File: config.mk
export PLATFORM = sky130hd
export DESIGN_NAME = riscv_i32_muldiv_iter
export DESIGN_NICKNAME = d
export VERILOG_FILES = /design/src/rtl/riscv_internal_types.sv /design/src/rtl/riscv_i32_muldiv_iter_step.sv /design/src/rtl/riscv_i32_muldiv_iter.sv
export SDC_FILE = /design/constraint.sdc
export NUM_CORES = 2
export LEC_CHECK = 0
export CAP_MARGIN = 20
export CORE_MARGIN = 5
export CORE_UTILIZATION = 35
export DETAILED_ROUTE_END_ITERATION = 6
export GPL_TIMING_DRIVEN = 0
export HOLD_SLACK_MARGIN = 0.05
export PLACE_DENSITY_LB_ADDON = 0.15
export SYNTH_ARGS = -nofsm -noshare
export SYNTH_HDL_FRONTEND = slang
export SYNTH_SLANG_ARGS = --single-unit
File: constraint.sdc
create_clock -name clk -period 20.9 [get_ports clk]
set_input_delay 4.18 -clock clk [delete_from_list [all_inputs] [get_ports clk]]
set_output_delay 4.18 -clock clk [all_outputs]
set_load 0.005 [all_outputs]
File: src/rtl/riscv_internal_types.sv
// Shared RV32 internal types: the muldiv op code, funct3 subops and the
// iterative muldiv state encoding.
package riscv_internal_types;

  localparam logic [3:0] riscv_op_muldiv = 4'hb;

  localparam logic [3:0] riscv_subop_mul    = 4'd0;
  localparam logic [3:0] riscv_subop_mulh   = 4'd1;
  localparam logic [3:0] riscv_subop_mulhsu = 4'd2;
  localparam logic [3:0] riscv_subop_mulhu  = 4'd3;
  localparam logic [3:0] riscv_subop_div    = 4'd4;
  localparam logic [3:0] riscv_subop_divu   = 4'd5;
  localparam logic [3:0] riscv_subop_rem    = 4'd6;
  localparam logic [3:0] riscv_subop_remu   = 4'd7;

  typedef enum logic [1:0] {
    muldiv_idle = 2'd0,
    muldiv_busy = 2'd1,
    muldiv_done = 2'd2
  } t_muldiv_iter_state;

endpackage

File: src/rtl/riscv_i32_muldiv_iter_step.sv
// One iteration of the muldiv datapath: shift-add multiply of MUL_BITS
// multiplier bits, or DIV_BITS restoring-divide quotient bits.
module riscv_i32_muldiv_iter_step #(
  parameter int MUL_BITS = 4,
  parameter int DIV_BITS = 1
) (
  input  logic        is_div,
  input  logic [63:0] acc_in,
  input  logic [63:0] opa_in,
  input  logic [31:0] opb_in,
  output logic [63:0] acc_out,
  output logic [63:0] opa_out,
  output logic [31:0] opb_out
);

  logic [63:0] mul_sum;
  logic [31:0] div_rem;
  logic [31:0] div_quo;
  logic [32:0] div_trial;

  // Multiply: acc is the product, opa the pre-shifted multiplicand, opb the
  // remaining multiplier. Divide: acc = {remainder, dividend/quotient}, opa = divisor.
  always_comb begin
    mul_sum = acc_in;
    for (int b = 0; b < MUL_BITS; b++) begin
      if (opb_in[b]) mul_sum = mul_sum + (opa_in << b);
    end
    div_rem   = acc_in[63:32];
    div_quo   = acc_in[31:0];
    div_trial = '0;
    for (int b = 0; b < DIV_BITS; b++) begin
      div_trial = {div_rem, div_quo[31]};
      if (div_trial >= {1'b0, opa_in[31:0]}) begin
        div_trial = div_trial - {1'b0, opa_in[31:0]};
        div_quo   = {div_quo[30:0], 1'b1};
      end else begin
        div_quo   = {div_quo[30:0], 1'b0};
      end
      div_rem = div_trial[31:0];
    end
    if (is_div) begin
      acc_out = {div_rem, div_quo};
      opa_out = opa_in;
      opb_out = opb_in;
    end else begin
      acc_out = mul_sum;
      opa_out = opa_in << MUL_BITS;
      opb_out = opb_in >> MUL_BITS;
    end
  end

endmodule

File: src/rtl/riscv_i32_muldiv_iter.sv
// Iterative RV32M multiply/divide coprocessor returning its result in the
// ALU stage through the cannot_start/cannot_complete stall handshake.
module riscv_i32_muldiv_iter
  import riscv_internal_types::*;
#(
  parameter int MUL_BITS_PER_CYCLE = 4,
  parameter int DIV_BITS_PER_CYCLE = 1,
  parameter bit EARLY_TERMINATE    = 1'b1
) (
  input  logic               clk,
  input  logic               clk__enable,
  input  logic               reset_n,
  input  logic               riscv_config__i32m,
  input  logic               coproc_controls__dec_idecode_valid,
  input  logic [3:0]         coproc_controls__dec_idecode__op,
  input  logic [3:0]         coproc_controls__dec_idecode__subop,
  input  logic               coproc_controls__dec_to_alu_blocked,
  input  logic [31:0]        coproc_controls__alu_rs1,
  input  logic [31:0]        coproc_controls__alu_rs2,
  input  logic               coproc_controls__alu_flush_pipeline,
  input  logic               coproc_controls__alu_cannot_start,
  input  logic               coproc_controls__alu_cannot_complete,
  output logic               coproc_response__cannot_start,
  output logic               coproc_response__cannot_complete,
  output logic [31:0]        coproc_response__result,
  output logic               coproc_response__result_valid,
  output t_muldiv_iter_state debug_state
);

  localparam logic [5:0] MUL_LAST = 6'(32 / MUL_BITS_PER_CYCLE - 1);
  localparam logic [5:0] DIV_LAST = 6'(32 / DIV_BITS_PER_CYCLE - 1);

  t_muldiv_iter_state state, state_next;
  logic        alu_valid, alu_valid_next;
  logic [3:0]  subop, subop_next;
  logic [63:0] acc, acc_next, opa, opa_next, step_acc, step_opa, prod;
  logic [31:0] opb, opb_next, step_opb, div_sel, div_fix, rs1, rs2, rs1_mag, rs2_mag;
  logic [5:0]  cnt, cnt_next;
  logic        neg, neg_next, flush, claim, rs1_neg, rs2_neg, div_zero, div_ovf;
  logic        is_div, rs1_signed, rs2_signed, want_rem, want_low;

  assign rs1   = coproc_controls__alu_rs1;
  assign rs2   = coproc_controls__alu_rs2;
  assign flush = coproc_controls__alu_flush_pipeline;

  always_comb begin
    is_div = 1'b0; rs1_signed = 1'b0; rs2_signed = 1'b0; want_rem = 1'b0; want_low = 1'b0;
    case (subop)
      riscv_subop_mul:    want_low = 1'b1;
      riscv_subop_mulh:   begin rs1_signed = 1'b1; rs2_signed = 1'b1; end
      riscv_subop_mulhsu: rs1_signed = 1'b1;
      riscv_subop_div:    begin is_div = 1'b1; rs1_signed = 1'b1; rs2_signed = 1'b1; end
      riscv_subop_divu:   is_div = 1'b1;
      riscv_subop_rem:    begin is_div = 1'b1; want_rem = 1'b1; rs1_signed = 1'b1; rs2_signed = 1'b1; end
      riscv_subop_remu:   begin is_div = 1'b1; want_rem = 1'b1; end
      default:            ;
    endcase
  end

  assign rs1_neg  = rs1_signed & rs1[31];
  assign rs2_neg  = rs2_signed & rs2[31];
  assign rs1_mag  = rs1_neg ? -rs1 : rs1;
  assign rs2_mag  = rs2_neg ? -rs2 : rs2;
  assign div_zero = (rs2 == 32'h0);
  assign div_ovf  = rs2_signed & (rs1 == 32'h8000_0000) & (rs2 == 32'hffff_ffff);

  riscv_i32_muldiv_iter_step #(
    .MUL_BITS(MUL_BITS_PER_CYCLE),
    .DIV_BITS(DIV_BITS_PER_CYCLE)
  ) u_step (
    .is_div (is_div),
    .acc_in (acc),
    .opa_in (opa),
    .opb_in (opb),
    .acc_out(step_acc),
    .opa_out(step_opa),
    .opb_out(step_opb)
  );

  always_comb begin
    state_next = state;
    acc_next   = acc;
    opa_next   = opa;
    opb_next   = opb;
    cnt_next   = cnt;
    neg_next   = neg;
    case (state)
      muldiv_idle: begin
        if (alu_valid && !coproc_controls__alu_cannot_start && !flush) begin
          neg_next = (is_div && want_rem) ? rs1_neg : (rs1_neg ^ rs2_neg);
          cnt_next = is_div ? DIV_LAST : MUL_LAST;
          if (is_div && div_zero) begin
            acc_next   = {rs1, 32'hffff_ffff};
            neg_next   = 1'b0;
            state_next = muldiv_done;
          end else if (is_div && div_ovf) begin
            acc_next   = {32'h0, 32'h8000_0000};
            neg_next   = 1'b0;
            state_next = muldiv_done;
          end else if (is_div) begin
            acc_next   = {32'h0, rs1_mag};
            opa_next   = {32'h0, rs2_mag};
            state_next = muldiv_busy;
          end else begin
            acc_next   = '0;
            opa_next   = {32'h0, rs1_mag};
            opb_next   = rs2_mag;
            state_next = muldiv_busy;
          end
        end
      end
      muldiv_busy: begin
        if (flush) begin
          state_next = muldiv_idle;
        end else begin
          acc_next = step_acc;
          opa_next = step_opa;
          opb_next = step_opb;
          cnt_next = cnt - 6'd1;
          // Early exit once no multiplier bits remain to be added in.
          if (cnt == 6'd0 || (EARLY_TERMINATE && !is_div && step_opb == 32'h0))
            state_next = muldiv_done;
        end
      end
      muldiv_done: begin
        if (flush || !coproc_controls__alu_cannot_complete) state_next = muldiv_idle;
      end
      default: state_next = muldiv_idle;
    endcase
  end

  // Handshake: an instruction enters the ALU stage (alu_valid) only while the
  // pipeline is not blocked; cannot_start holds new entry off while busy, and
  // cannot_complete stalls the ALU-stage instruction until result_valid.
  assign claim = coproc_controls__dec_idecode_valid && riscv_config__i32m &&
                 (coproc_controls__dec_idecode__op == riscv_op_muldiv) &&
                 !coproc_controls__dec_to_alu_blocked;

  always_comb begin
    alu_valid_next = alu_valid;
    subop_next     = subop;
    if (flush) begin
      alu_valid_next = 1'b0;
    end else if (claim) begin
      alu_valid_next = 1'b1;
      subop_next     = coproc_controls__dec_idecode__subop;
    end else if (state == muldiv_done && state_next == muldiv_idle) begin
      alu_valid_next = 1'b0;
    end
  end

  always_ff @(posedge clk or negedge reset_n) begin
    if (!reset_n) begin
      state     <= muldiv_idle;
      alu_valid <= 1'b0;
      subop     <= '0;
      acc       <= '0;
      opa       <= '0;
      opb       <= '0;
      cnt       <= '0;
      neg       <= 1'b0;
    end else if (clk__enable) begin
      state     <= state_next;
      alu_valid <= alu_valid_next;
      subop     <= subop_next;
      acc       <= acc_next;
      opa       <= opa_next;
      opb       <= opb_next;
      cnt       <= cnt_next;
      neg       <= neg_next;
    end
  end

  // Quotient and remainder are negated independently as 32-bit values.
  assign prod    = neg ? -acc : acc;
  assign div_sel = want_rem ? acc[63:32] : acc[31:0];
  assign div_fix = neg ? -div_sel : div_sel;

  assign coproc_response__result_valid    = (state == muldiv_done) && !flush;
  assign coproc_response__cannot_start    = (state != muldiv_idle);
  assign coproc_response__cannot_complete = alu_valid && (state != muldiv_done);
  assign coproc_response__result = !coproc_response__result_valid ? 32'h0 :
                                   is_div   ? div_fix :
                                   want_low ? prod[31:0] : prod[63:32];
  assign debug_state = state;

endmodule
Word-level counts from Yosys, hierarchy flattened
Index checks and enable logic that the tools add are counted.

cells by class
  $add $sub $neg = 10
  multipliers = 0
  div/mod/pow operators = 0
  order comparisons = 1
  equality and inequality tests = 18
  shifts and indexed selects = 0
  muxes and demuxes = 57
  bitwise logic cells = 6
  reductions and logical operators = 38

operators by type and width
  operator                                                                number
  64-bit two-way mux                                                      14
  32-bit two-way mux                                                      17
  64-bit adder                                                            4
  64-bit case mux with 2 select lines                                     2
  32-bit negator                                                          3
  32-bit equality test (second input constant)                            2
  32-bit logical NOT                                                      2
  64-bit negator                                                          1
  32-bit case mux with 2 select lines                                     1
  33-bit by 32-bit greater-or-equal comparator with 1-bit output          1
  32-bit subtractor                                                       1
  4-bit by 3-bit equality test with 1-bit output (second input constant)  4
  2-bit != test (second input constant)                                   7
  7-bit AND reduction                                                     2
  1-bit logical AND                                                       12
  1-bit two-way mux                                                       12
  2-bit two-way mux                                                       6
  6-bit two-way mux                                                       2
  6-bit case mux with 2 select lines                                      1
  4-bit OR reduction                                                      2
  6-bit logical NOT                                                       1
  2-bit case mux with 3 select lines                                      1
  3-bit AND reduction                                                     2
  6-bit by 1-bit subtractor with 6-bit output (second input constant)     1
  other kinds (19)                                                        29

storage, ports and cells
  flip-flop bits (word level) = 174
  bits in latches = 0
  RAM bits = 0
  bits in read-only memories = 0
  input port bits = 81
  output and inout port bits = 37
  logic and storage cells = 138
  memories kept = 0

Logic depth before layout (Yosys ltp)
  word-level depth = 15
  mapped depth = 49
  depth with buffers taken out = 48

By module
From an unflattened synthesis, not the netlist that was laid out.

second synthesis, totals
  cell total of the unflattened synthesis = 4891
  area total of the unflattened synthesis = 34307.9 um^2

modules (own cells, without submodules)
  module                      instances  cells an instance  area an instance (um^2)  sequential area each (um^2)
  riscv_i32_muldiv_iter_step  1          3128               20903.8                  0.0
  riscv_i32_muldiv_iter       1          1763               13404.1                  4354.2

Least setup slack after synthesis
Ideal clock, no wire load.

  path kind = reg-to-reg
  from = register opa[1]
  to = register acc[60]
  library setup time = 119 ps
  arrival = 10117 ps
  data required time = 20781 ps
  slack = 10663 ps
  stages on the path, launching flop included = 47
  buffers on the path = 2
  clock period less this slack = 10237 ps
  path through = dfrtp_1 inv_1 fa_1 nor2b_1 o2111ai_1 a21boi_0 a221o_2 a21oi_1 o21ai_0 xnor2_1 mux2_2 ha_1 and4_1 nand2_1 or4_1 or3_1 a21oi_1 nor2_1 [... 11 more ...] o21ai_0 and4_1 o31ai_1 o211ai_1 ha_1 clkbuf_1 and3_1 nor2b_1 nand2_1 or4b_1 a21oi_1 o311ai_0 nor2_1 nand4_1 a32oi_1 nor2_1 a221oi_1 a21bo_2

between the ends
  longest elaborated chain between the ends = 11
  elaborated cells between the ends (all ways) = 14
  those cells by class = add/sub: 5; order compare: 1; mux: 8

ends and longest elaborated chain
  element                                  line                              source
  start: declaration                       riscv_i32_muldiv_iter.sv:36       logic [63:0] acc, acc_next, opa, opa_next, step_acc, step_opa, prod;
  start signal: assignment                 riscv_i32_muldiv_iter.sv:167      opa <= opa_next;
  64-bit adder                             riscv_i32_muldiv_iter_step.sv:26  if (opb_in[b]) mul_sum = mul_sum + (opa_in << b);
  64-bit two-way mux                       riscv_i32_muldiv_iter_step.sv:26
  64-bit adder                             riscv_i32_muldiv_iter_step.sv:26
  64-bit two-way mux                       riscv_i32_muldiv_iter_step.sv:26
  64-bit adder                             riscv_i32_muldiv_iter_step.sv:26
  64-bit two-way mux                       riscv_i32_muldiv_iter_step.sv:26
  64-bit adder                             riscv_i32_muldiv_iter_step.sv:26
  64-bit two-way mux                       riscv_i32_muldiv_iter_step.sv:26
  64-bit two-way mux (*)                   riscv_i32_muldiv_iter_step.sv:41  if (is_div) begin
  64-bit two-way mux (*)                   riscv_i32_muldiv_iter.sv:113      if (flush) begin
  64-bit case mux with 2 select lines (*)  riscv_i32_muldiv_iter.sv:87       case (state)
  end signal: assignment                   riscv_i32_muldiv_iter.sv:166      acc <= acc_next;
  end: declaration                         riscv_i32_muldiv_iter.sv:36

Mark *: on every way between the ends. The rest lies on a longest branch, timed or not. The select of a mux whose other input is x is not followed.
A chain may end at the register's enable or synchronous reset.

Worst setup path in the final report
Ends and elaborated chain as after synthesis.

==> key figures <==
GRT
  – Global-route wire length before repair: 255 mm
  – Global-route met1 utilization: 50.2%
  – Met3 capacity usage during global routing: 9.16%
  – Total overflow reported by the global router: 0
  – Pin count of the biggest net entering global routing: 89
  – Initial antenna violation count: 2
  – Global-route usage over all layers: 35.4%
  – Layer with the highest usage after global routing: met1
  – Global-route track usage on met2: 48.0%
  – Via count of the first global-routing pass: 34900

Floorplan
  – Number of rows in the core area: 112
  – Chip Height: 315 um
  – Boundary pin count: 118
  – Full die area: 99400 um^2
  – Initial standard-cell utilization of the core: 35.1%
  – Floorplan die width: 315 um
  – Area inside the core boundary: 92900 um^2

Timing
  – Setup violation total in the final timing report: 0
  – Count of pins over their slew limit: 0
  – RSZ-0062 raised after global routing: no
  – Final hold vios: 0
  – Timing-limited maximum frequency: 67.5 MHz
  – Fin crit period: 14820 ps
  – Worst-case hold slack: 492 ps
  – Ratio of final minimum period to clock period: 70.9%
  – Fin Clk Skew: 26.6 ps
  – Worst slew pin tran: 1210 ps
  – Total negative setup slack: 0 ps
  – Relative slew margins: 17.5%

Worst hold path
  – Worst Hold Depth: 1
  – Startpoint of the worst hold path: cnt[5]$_DFFE_PN0P_
  – Path category of the worst min-delay check: register to register
  – Hold Crit Endpoint: cnt[5]$_DFFE_PN0P_

Clock tree
  – Number of sinks driven by the clock tree: 174
  – Depth of the CTS H-tree: 4
  – Insertion delay to the later sink of the worst-skew pair: 530 ps
  – Register clock-pin slew on the reported worst setup and hold paths: 80 ps
  – Number of setup buffers added after CTS: 0
  – Hold-fix buffers, CTS: 0
  – Buffer depth of the longest clock path: 2
  – TritonCTS clock tree: done
  – Number of CTS-inserted buffers: 17
  – Number of cells upsized or downsized after cts: 0
  – Root buffer cell: sky130_fd_sc_hd__clkbuf_16

Logic synthesis
  – Synth async-reset ratio: 100%
  – Average footprint of a synthesized cell: 7.11 um^2
  – Post-synthesis instance area: 32600 um^2
  – Flip-flop and latch count after synthesis: 174
  – Number of synthesized flops with an enable pin: 0
  – Warnings, synthesis: 0
  – Net count of the mapped netlist: 4963
  – Main flop type after synthesis: sky130_fd_sc_hd__dfrtp_1
  – Post-Syn Instances: 4588
  – Yosys cell types: 102
  – Part of the Yosys area used for sequential elements: 13.3%

Setup path
  – Type of the worst setup path: register to register
  – Sort of element at the start of the critical path: register
  – Critical path's largest stage delay: 890 ps
  – Count of cells along the worst register-to-register path: 46
  – Data arrival time of the critical path: 15230 ps
  – Largest fanout on the critical path: 9
  – Worst-case register-to-register setup slack: 6080 ps
  – Max stage delay cell, worst path: sky130_fd_sc_hd__dfrtp_1
  – Kind of end point of the critical path: register
  – Capture instance of the worst register-to-register path: acc[60]$_DFFE_PN0P_
  – Critical Path RT: 21310 ps
  – Beginning of the worst register-to-register path: opa[1]$_DFFE_PN0P_

Layout
  – Number of filler instances in the final layout: 9954
  – Fraction of final layout cells with drive strength greater than 1: 5.01%
  – Layout overhead on the synthesized area: 11.0%
  – Final net count: 5115

Route
  – Routed via count divided by cell count: 6.40
  – Number of design-rule violations left by the first detailed-router iteration: 5712
  – Overall routed net length: 184 mm
  – Avg WL per Cell: 30.5 um
  – DRC viols: 0
  – Number of iterations in the first detailed-routing pass: 6
  – Antenna viol nets, final: 0
  – Total number of vias: 38400

Place
  – Final weighted congestion of routability-driven global placement: 1.05
  – Hpwl dp: 152 mm
  – Port Buffers: 116

Outcome
  – Outcome: complete, no violations

Job
  – Number of max-cap violations: 0
worst max-delay path: cells and delay by family (launching register included):
kind	cells	cell delay, ps
AO/OA/AOI/OAI	19	5570
AND/OR/NAND/NOR	15	4540
adder cells (fa/ha/maj)	4	1640
buffers and inverters	4	1130
flip-flops	1	890
multiplexers	2	640
XOR/XNOR	2	260
flip-flops by register name, summed over array words and instances (netlist names):
| name | cells |
|---|---|
| subop | 4 |
| neg | 1 |
| cnt | 6 |
| acc | 64 |
| alu_valid | 1 |
| opb | 32 |
| opa | 64 |
| debug_state | 2 |
synthesized netlist by cell type, types with 33 or more instances:
cell type                    n  area [um^2]
sky130_fd_sc_hd__inv_1     138          518
sky130_fd_sc_hd__nor4_1     33          206
sky130_fd_sc_hd__a22o_1     35          307
sky130_fd_sc_hd__o21a_1     43          323
sky130_fd_sc_hd__o31ai_1    65          488
sky130_fd_sc_hd__a21o_1    136         1020
sky130_fd_sc_hd__a31oi_1    57          357
sky130_fd_sc_hd__a21oi_1   514         2570
sky130_fd_sc_hd__nor2_1    385         1450
sky130_fd_sc_hd__and3_1     51          319
sky130_fd_sc_hd__o211ai_1   72          541
sky130_fd_sc_hd__or3_1      46          288
sky130_fd_sc_hd__o21ai_0   333         1670
sky130_fd_sc_hd__nand4_1    72          450
sky130_fd_sc_hd__xor2_1    159         1390
sky130_fd_sc_hd__mux2_2     98         1100
sky130_fd_sc_hd__ha_1      289         3620
sky130_fd_sc_hd__dfrtp_1   174         4350
sky130_fd_sc_hd__nand2b_1   46          288
sky130_fd_sc_hd__clkbuf_1  249          935
sky130_fd_sc_hd__xnor2_1   210         1840
sky130_fd_sc_hd__o21bai_1   51          383
sky130_fd_sc_hd__a211oi_1   97          728
sky130_fd_sc_hd__nand3_1    84          420
sky130_fd_sc_hd__nor3_1     91          455
sky130_fd_sc_hd__nand2_1   499         1870
sky130_fd_sc_hd__mux2i_1    63          631
sky130_fd_sc_hd__a221oi_1   38          333
sky130_fd_sc_hd__nor2b_1    40          250
cell type report:
cell class                 instances  area (um^2)  area share (%)
clock inverter                    14          170           0.470
sequential                       174         4350            12.0
clock buffer                      18          439            1.21
inverter                         139          522            1.44
timing repair buffer             133         1410            3.89
antenna                            1         2.50         0.00691
buffer                           294         1170            3.24
multi-input combinational       3981        26600            73.4
tap                             1254         1570            4.33
layer usage:
metal,routed length (um),part of all wire (%),vias to the layer above
li1,-,-,17300
met1,79600,43,18400
met2,70500,38,2322
met3,21000,11,361
met4,12300,6.7,0
met5,0,0,-
cell usage in the layout (no fill, tap or decap), types with 138 or more instances in the layout:
cell,n
sky130_fd_sc_hd__a21oi_1,514
sky130_fd_sc_hd__nand2_1,499
sky130_fd_sc_hd__nor2_1,385
sky130_fd_sc_hd__o21ai_0,333
sky130_fd_sc_hd__ha_1,289
sky130_fd_sc_hd__clkbuf_1,249
sky130_fd_sc_hd__xnor2_1,210
sky130_fd_sc_hd__dfrtp_1,174
sky130_fd_sc_hd__xor2_1,159
sky130_fd_sc_hd__inv_1,138
worst max-delay path by stage:
stage                       start                  end  slack, ps  depth (start not counted)
3_3_place_gp   opa[1]$_DFFE_PN0P_  acc[60]$_DFFE_PN0P_       6550                         46
6_report       opa[1]$_DFFE_PN0P_  acc[60]$_DFFE_PN0P_       6080                         46
5_1_grt        opa[1]$_DFFE_PN0P_  acc[60]$_DFFE_PN0P_       5690                         46
3_5_place_dp   opa[1]$_DFFE_PN0P_  acc[60]$_DFFE_PN0P_       6530                         46
4_1_cts        opa[1]$_DFFE_PN0P_  acc[60]$_DFFE_PN0P_       6480                         46
2_1_floorplan  opa[1]$_DFFE_PN0P_  acc[60]$_DFFE_PN0P_      10660                         46
cell families after synthesis:
kind of cell	share of synthesized area [%]
AO/OA/AOI/OAI	33.1
AND/OR/NAND/NOR	21.6
buffers and inverters	5.20
XOR/XNOR	10.0
adder cells (fa/ha/maj)	11.4
flip-flops	13.3
multiplexers	5.32
metrics by stage:
step | cell area (um^2) | cells | util (%) | worst slack [ps]
detailed placement | 35500 | 5970 | 38.2 | 6530
finish | 36200 | 6008 | 39.0 | 6080
floorplan | 32600 | 4588 | - | 10660
global placement | 35400 | 5958 | 38.1 | 6550
global route | 36200 | 6007 | 39.0 | 5690
CTS | 36100 | 6002 | 38.9 | 6480
Power is not shown: default switching activity piles up to over one toggle a cycle in this logic, so the estimate is an artifact.
